**src/rtl/i2s_sample_serializer.sv**
```systemverilog
// I2S serializer for the Pmod I2S2 DAC: one-entry sample holding register,
// MCLK/SCLK/LRCK derived from a prescaled 9-bit phase counter, MSB-first data.
module i2s_sample_serializer #(
   parameter int unsigned MCLK_HALF_CYCLES = 5
) (
   input  logic        clk,
   input  logic        rst_n,
   input  logic [15:0] sample_data,
   input  logic        sample_valid,
   output logic        sample_ready,
   output logic        mclk,
   output logic        lrck,
   output logic        sclk,
   output logic        sdout,
   output logic        underrun
);

   localparam int unsigned PW =
      (MCLK_HALF_CYCLES > 1) ? $clog2(MCLK_HALF_CYCLES) : 1;
   localparam logic [PW-1:0] PRE_MAX = PW'(MCLK_HALF_CYCLES - 1);

   typedef enum logic {
      S_IDLE,
      S_RUN
   } state_e;

   state_e        state_q, state_d;
   logic [PW-1:0] pre_q, pre_d;
   logic [8:0]    ph_q, ph_d;
   logic [15:0]   cur_q, cur_d;
   logic [15:0]   shreg_q, shreg_d;
   logic [15:0]   hold_q, hold_d;
   logic          hold_full_q, hold_full_d;
   logic          underrun_q, underrun_d;

   logic          tick;
   logic          accept;
   logic [8:0]    ph_nx;

   // Clocks come straight from registered phase bits, so they cannot glitch.
   assign mclk     = ph_q[0];
   assign sclk     = ph_q[3];
   assign lrck     = ph_q[8];
   assign sdout    = shreg_q[15];
   assign underrun = underrun_q;

   // Handshake and phase helpers shared by the next-state logic.
   always_comb begin
      sample_ready = (state_q == S_IDLE) | ~hold_full_q;
      accept       = sample_valid & sample_ready;
      tick         = (state_q == S_RUN) && (pre_q == PRE_MAX);
      ph_nx        = ph_q + 9'd1;
   end

   // Next-state: start on first sample, then free-run and feed the shifter.
   always_comb begin
      state_d     = state_q;
      pre_d       = pre_q;
      ph_d        = ph_q;
      cur_d       = cur_q;
      shreg_d     = shreg_q;
      hold_d      = hold_q;
      hold_full_d = hold_full_q;
      underrun_d  = underrun_q;
      unique case (state_q)
         S_IDLE: begin
            if (accept) begin
               cur_d   = sample_data;
               shreg_d = sample_data;
               pre_d   = '0;
               ph_d    = '0;
               state_d = S_RUN;
            end
         end
         S_RUN: begin
            pre_d = tick ? '0 : pre_q + PW'(1);
            if (accept) begin
               hold_d      = sample_data;
               hold_full_d = 1'b1;
            end
            if (tick) begin
               ph_d = ph_nx;
               if (ph_nx == 9'd0) begin
                  // Frame start: a drain here never overlaps an accept,
                  // because ready is low whenever hold is full.
                  if (hold_full_q) begin
                     cur_d       = hold_q;
                     shreg_d     = hold_q;
                     hold_full_d = 1'b0;
                  end else begin
                     cur_d      = '0;
                     shreg_d    = '0;
                     underrun_d = 1'b1;
                  end
               end else if (ph_nx == 9'd256) begin
                  shreg_d = cur_q;
               end else if (ph_nx[3:0] == 4'd0) begin
                  shreg_d = {shreg_q[14:0], 1'b0};
               end
            end
         end
         default: state_d = S_IDLE;
      endcase
   end

   // State register with synchronous active-low reset.
   always_ff @(posedge clk) begin
      if (!rst_n) begin
         state_q     <= S_IDLE;
         pre_q       <= '0;
         ph_q        <= '0;
         cur_q       <= '0;
         shreg_q     <= '0;
         hold_q      <= '0;
         hold_full_q <= 1'b0;
         underrun_q  <= 1'b0;
      end else begin
         state_q     <= state_d;
         pre_q       <= pre_d;
         ph_q        <= ph_d;
         cur_q       <= cur_d;
         shreg_q     <= shreg_d;
         hold_q      <= hold_d;
         hold_full_q <= hold_full_d;
         underrun_q  <= underrun_d;
      end
   end

endmodule

```
**config.mk**
```make
export PLATFORM = sky130hd
export DESIGN_NAME = i2s_sample_serializer
export DESIGN_NICKNAME = d
export VERILOG_FILES = /design/src/rtl/i2s_sample_serializer.sv
export SDC_FILE = /design/constraint.sdc
export NUM_CORES = 1
export LEC_CHECK = 0
export CAP_MARGIN = 25
export CELL_PAD_IN_SITES_DETAIL_PLACEMENT = 1
export CELL_PAD_IN_SITES_GLOBAL_PLACEMENT = 2
export CORE_AREA = 2 2 97 99
export CTS_CLUSTER_DIAMETER = 40
export DETAILED_ROUTE_END_ITERATION = 16
export DIE_AREA = 0 0 99 101
export PLACE_DENSITY = 0.81
export SLEW_MARGIN = 20
export SYNTH_ARGS = -nofsm -noshare
export SYNTH_HDL_FRONTEND = slang
export SYNTH_SLANG_ARGS = --single-unit
```
**constraint.sdc**
```tcl
create_clock -name clk -period 6.6 [get_ports clk]
set_input_delay 1.32 -clock clk [delete_from_list [all_inputs] [get_ports clk]]
set_output_delay 1.32 -clock clk [all_outputs]
set_load 0.005 [all_outputs]
```
==> results.ini <==
[final_layout]
final_common_cell = nand2_1
nets = 441
drive_gt1_share_pct = 10.8
utilization_pct = 42.4
n_fill_cell = 1076
syn_to_final_growth_pct = 15.0
n_antenna_cell = 0
mostFrequentLayoutCells = nand2_1, dfxtp_1, a21oi_1

[critical_path]
crit_arrival_ns = 3.62
endpoint_kind = flop
start_kind = flop
path_max_fanout = 17
critPathMaxStageDelay_ns = 0.77
r2r_start = ph_q[0]$_SDFFE_PN0P_
reg2reg_slack_ns = 3.26
cp_data_required_time_ns = 6.88
reg2reg_depth = 7
regToRegEndpoint = cur_q[2]$_SDFFE_PN0P_
path_cells = ha_1 -> nand2_1 -> o21a_1 -> nor4_4 -> a31oi_4 -> nor2_4 -> o221a_2
path_class = reg -> reg
critPathSlowestCell = nor4_4

[pwr]
swShare_pct = 27.7
ir_drop_mv = 0.101
p_per_area_nw_per_um2 = 217
leakagePower_nw = 1.31
netSwitchingPower_mw = 0.229
p_comb_share_pct = 12.2
p_int_mw = 0.598
power_frac_clock_pct = 37.8
sequentialPowerShare_pct = 50.0

[route]
drtIter0Drc = 154
postRouteWirelength_um = 9950
vias_per_cell = 5.83
detail-route-antenna-nets = 0
drt-wirelength-per-cell_um = 18.6
num_vias = 3118
drc_errors = 0
first_pass_iters = 4

[clock_tree]
postCtsResizedCells = 0
clk_latency_ns = 0.33
cts_hold_buf = 0
htreeDepth = 3
cts.clk_slew.worst_paths_ns = 0.08
cts_setup_buffers = 0
cts-root-buf = clkbuf_8
clock_sink_count = 63
cts_buffers = 9
clockBufferDepth = 2
cts_tree = done

[synthesis]
yosysWarnings = 0
ys_seq_area_share_pct = 38.1
ys_ff_latch = 63
syn_avg_cell_area_um2 = 8.08
synth_nets = 432
synthCells = 410
yosys_most_used_dff = dfxtp_1
ys_types = 40
synth_edf_count = 0
async_flop_share_pct = 0
syn_area_um2 = 3310

[grt]
grt_use_total_pct = 21.1
antenna_found_initial = 0
grt_pass1_vias = 3302
grt_pass1_wl_um = 17000
overflow = 0
grt_max_degree = 50

[placement]
port_buffers = 24
gp_congestion = 0.757
dp_hpwl_um = 6260

[sta]
timing.final.crit_period_ns = 3.34
report.final.setup_viol = 0
hold_viol = 0
clock_skew_ns = 0.0117
rsz0062_at_grt = no
drv_slew = 0
tns_ns = 0
whs_ns = 0.490
max_slew_margin_pct = 40.3
fin_crit_sh_pct = 50.6
timing.fmax_mhz = 299
max_slew.worst_pin.slew_ns = 0.895

[floorplan]
fp.dieH_um = 101
start_util_pct = 36.9
coreArea_um2 = 8980
die_x_um = 99
ios = 25
die_area_um2 = 10000
rows = 35

[worst_hold_path]
whs_endpoint = hold_q[7]$_SDFFE_PN0P_
hold_class = reg -> reg
worstHoldPathCells = 2
min_from = hold_q[7]$_SDFFE_PN0P_

[outcome]
outcome = finished clean

[flow_run]
maxCapViolations = 0

[cell families (layout without fill, tap and decap cells)]
kind of cell | count (synthesis) | after routing | synth area share, %
AOI/OAI and AO/OA | 130 | 130 | 28.7
buffers and inverters | 44 | 58 | 5.48
and+or+nand+nor | 160 | 160 | 23.5
muxes | 8 | 8 | 2.45
adders and majority gates | 3 | 3 | 1.13
xor gates and xnor gates | 2 | 2 | 0.755
DFF | 63 | 63 | 38.1
[worst max-delay path: cells and delay by family, from the launching register on]
kind	cells	cell delay (ns)
adder cells (fa/ha/maj)	1	0.37
AND/OR/NAND/NOR	3	1.45
AO/OA/AOI/OAI	3	0.94
flip-flops	1	0.49
[synth_stat cells (all sizes together), types with 3 or more instances]
library cell | instances | area (um2)
a21boi | 18 | 135
a21oi | 29 | 145
a31oi | 13 | 96.3
a41oi | 22 | 193
and2 | 3 | 18.8
and3 | 6 | 37.5
buf | 9 | 50.1
clkbuf | 26 | 97.6
dfxtp | 63 | 1260
ha | 3 | 37.5
inv | 9 | 33.8
mux2i | 7 | 70.1
nand2 | 84 | 315
nand3 | 14 | 75.1
nand4 | 15 | 100
nor2 | 10 | 47.6
nor2b | 17 | 106
nor3 | 7 | 35.0
o21a | 4 | 30.0
o21ai | 24 | 120
o221a | 16 | 180
[flip-flops by register name, summed over array words and instances, names as in the netlist]
| name | flops |
|---|---|
| shreg_q | 16 |
| cur_q | 16 |
| hold_q | 16 |
| state_q | 1 |
| pre_q | 3 |
| ph_q | 9 |
| underrun | 1 |
| hold_full_q | 1 |
[how the worst max path moves through the flow]
stage                             start                        to  slack, ns  depth (start not counted)
6_report           ph_q[0]$_SDFFE_PN0P_     cur_q[2]$_SDFFE_PN0P_       3.26                          7
5_1_grt            ph_q[0]$_SDFFE_PN0P_     cur_q[6]$_SDFFE_PN0P_       3.00                          7
4_1_cts                    sample_valid  shreg_q[15]$_SDFFE_PN0P_       3.19                          7
3_5_place_dp               sample_valid   shreg_q[6]$_SDFFE_PN0P_       2.84                          7
3_3_place_gp               sample_valid  shreg_q[15]$_SDFFE_PN0P_       3.01                          7
2_1_floorplan  hold_full_q$_SDFFE_PN0P_              sample_ready       3.97                          5
[metrics by stage]
step | std cells | setup slack [ns] | power (mW) | cell area [um2]
2_1_floorplan | 410 | 3.97 | 0.483 | 3310
3_3_place_gp | 517 | 3.01 | 0.520 | 3600
3_5_place_dp | 519 | 2.84 | 0.524 | 3630
4_1_cts | 535 | 3.19 | 0.836 | 3810
5_1_grt | 535 | 3.00 | 0.869 | 3810
6_report | 535 | 3.26 | 0.828 | 3810
[power groups by stage]
stage | Clock (mW) | Sequential [mW] | Combinational (mW)
final | 0.313 | 0.414 | 0.101
after global routing | 0.340 | 0.416 | 0.114
after CTS | 0.321 | 0.414 | 0.102
after detailed placement | 0 | 0.422 | 0.102
after global placement | 0 | 0.422 | 0.0982
after floorplan | 0 | 0.417 | 0.0657
[cell type report]
type / count / area (um2) / area share [%]
clock buffers: 13 / 159 / 4.17
clock inverters: 3 / 17.5 / 0.460
inverters: 9 / 33.8 / 0.887
multi-input cells: 303 / 1880 / 49.2
flip-flops and latches: 63 / 1260 / 33.1
well taps: 111 / 139 / 3.65
repair buffers: 33 / 323 / 8.48
[layer usage]
layer | up-vias | wire length [um] | global-route usage (%) | share of wire (%)
met3 | 8 | 292 | 2.98 | 2.9
li1 | 1519 | - | - | -
met5 | - | 0 | 0 | 0
met2 | 45 | 4790 | 34.9 | 48
met4 | 0 | 70 | 7.17 | 0.70
met1 | 1546 | 4790 | 28.2 | 48
Note: power is estimated with default switching activity, not from simulation.
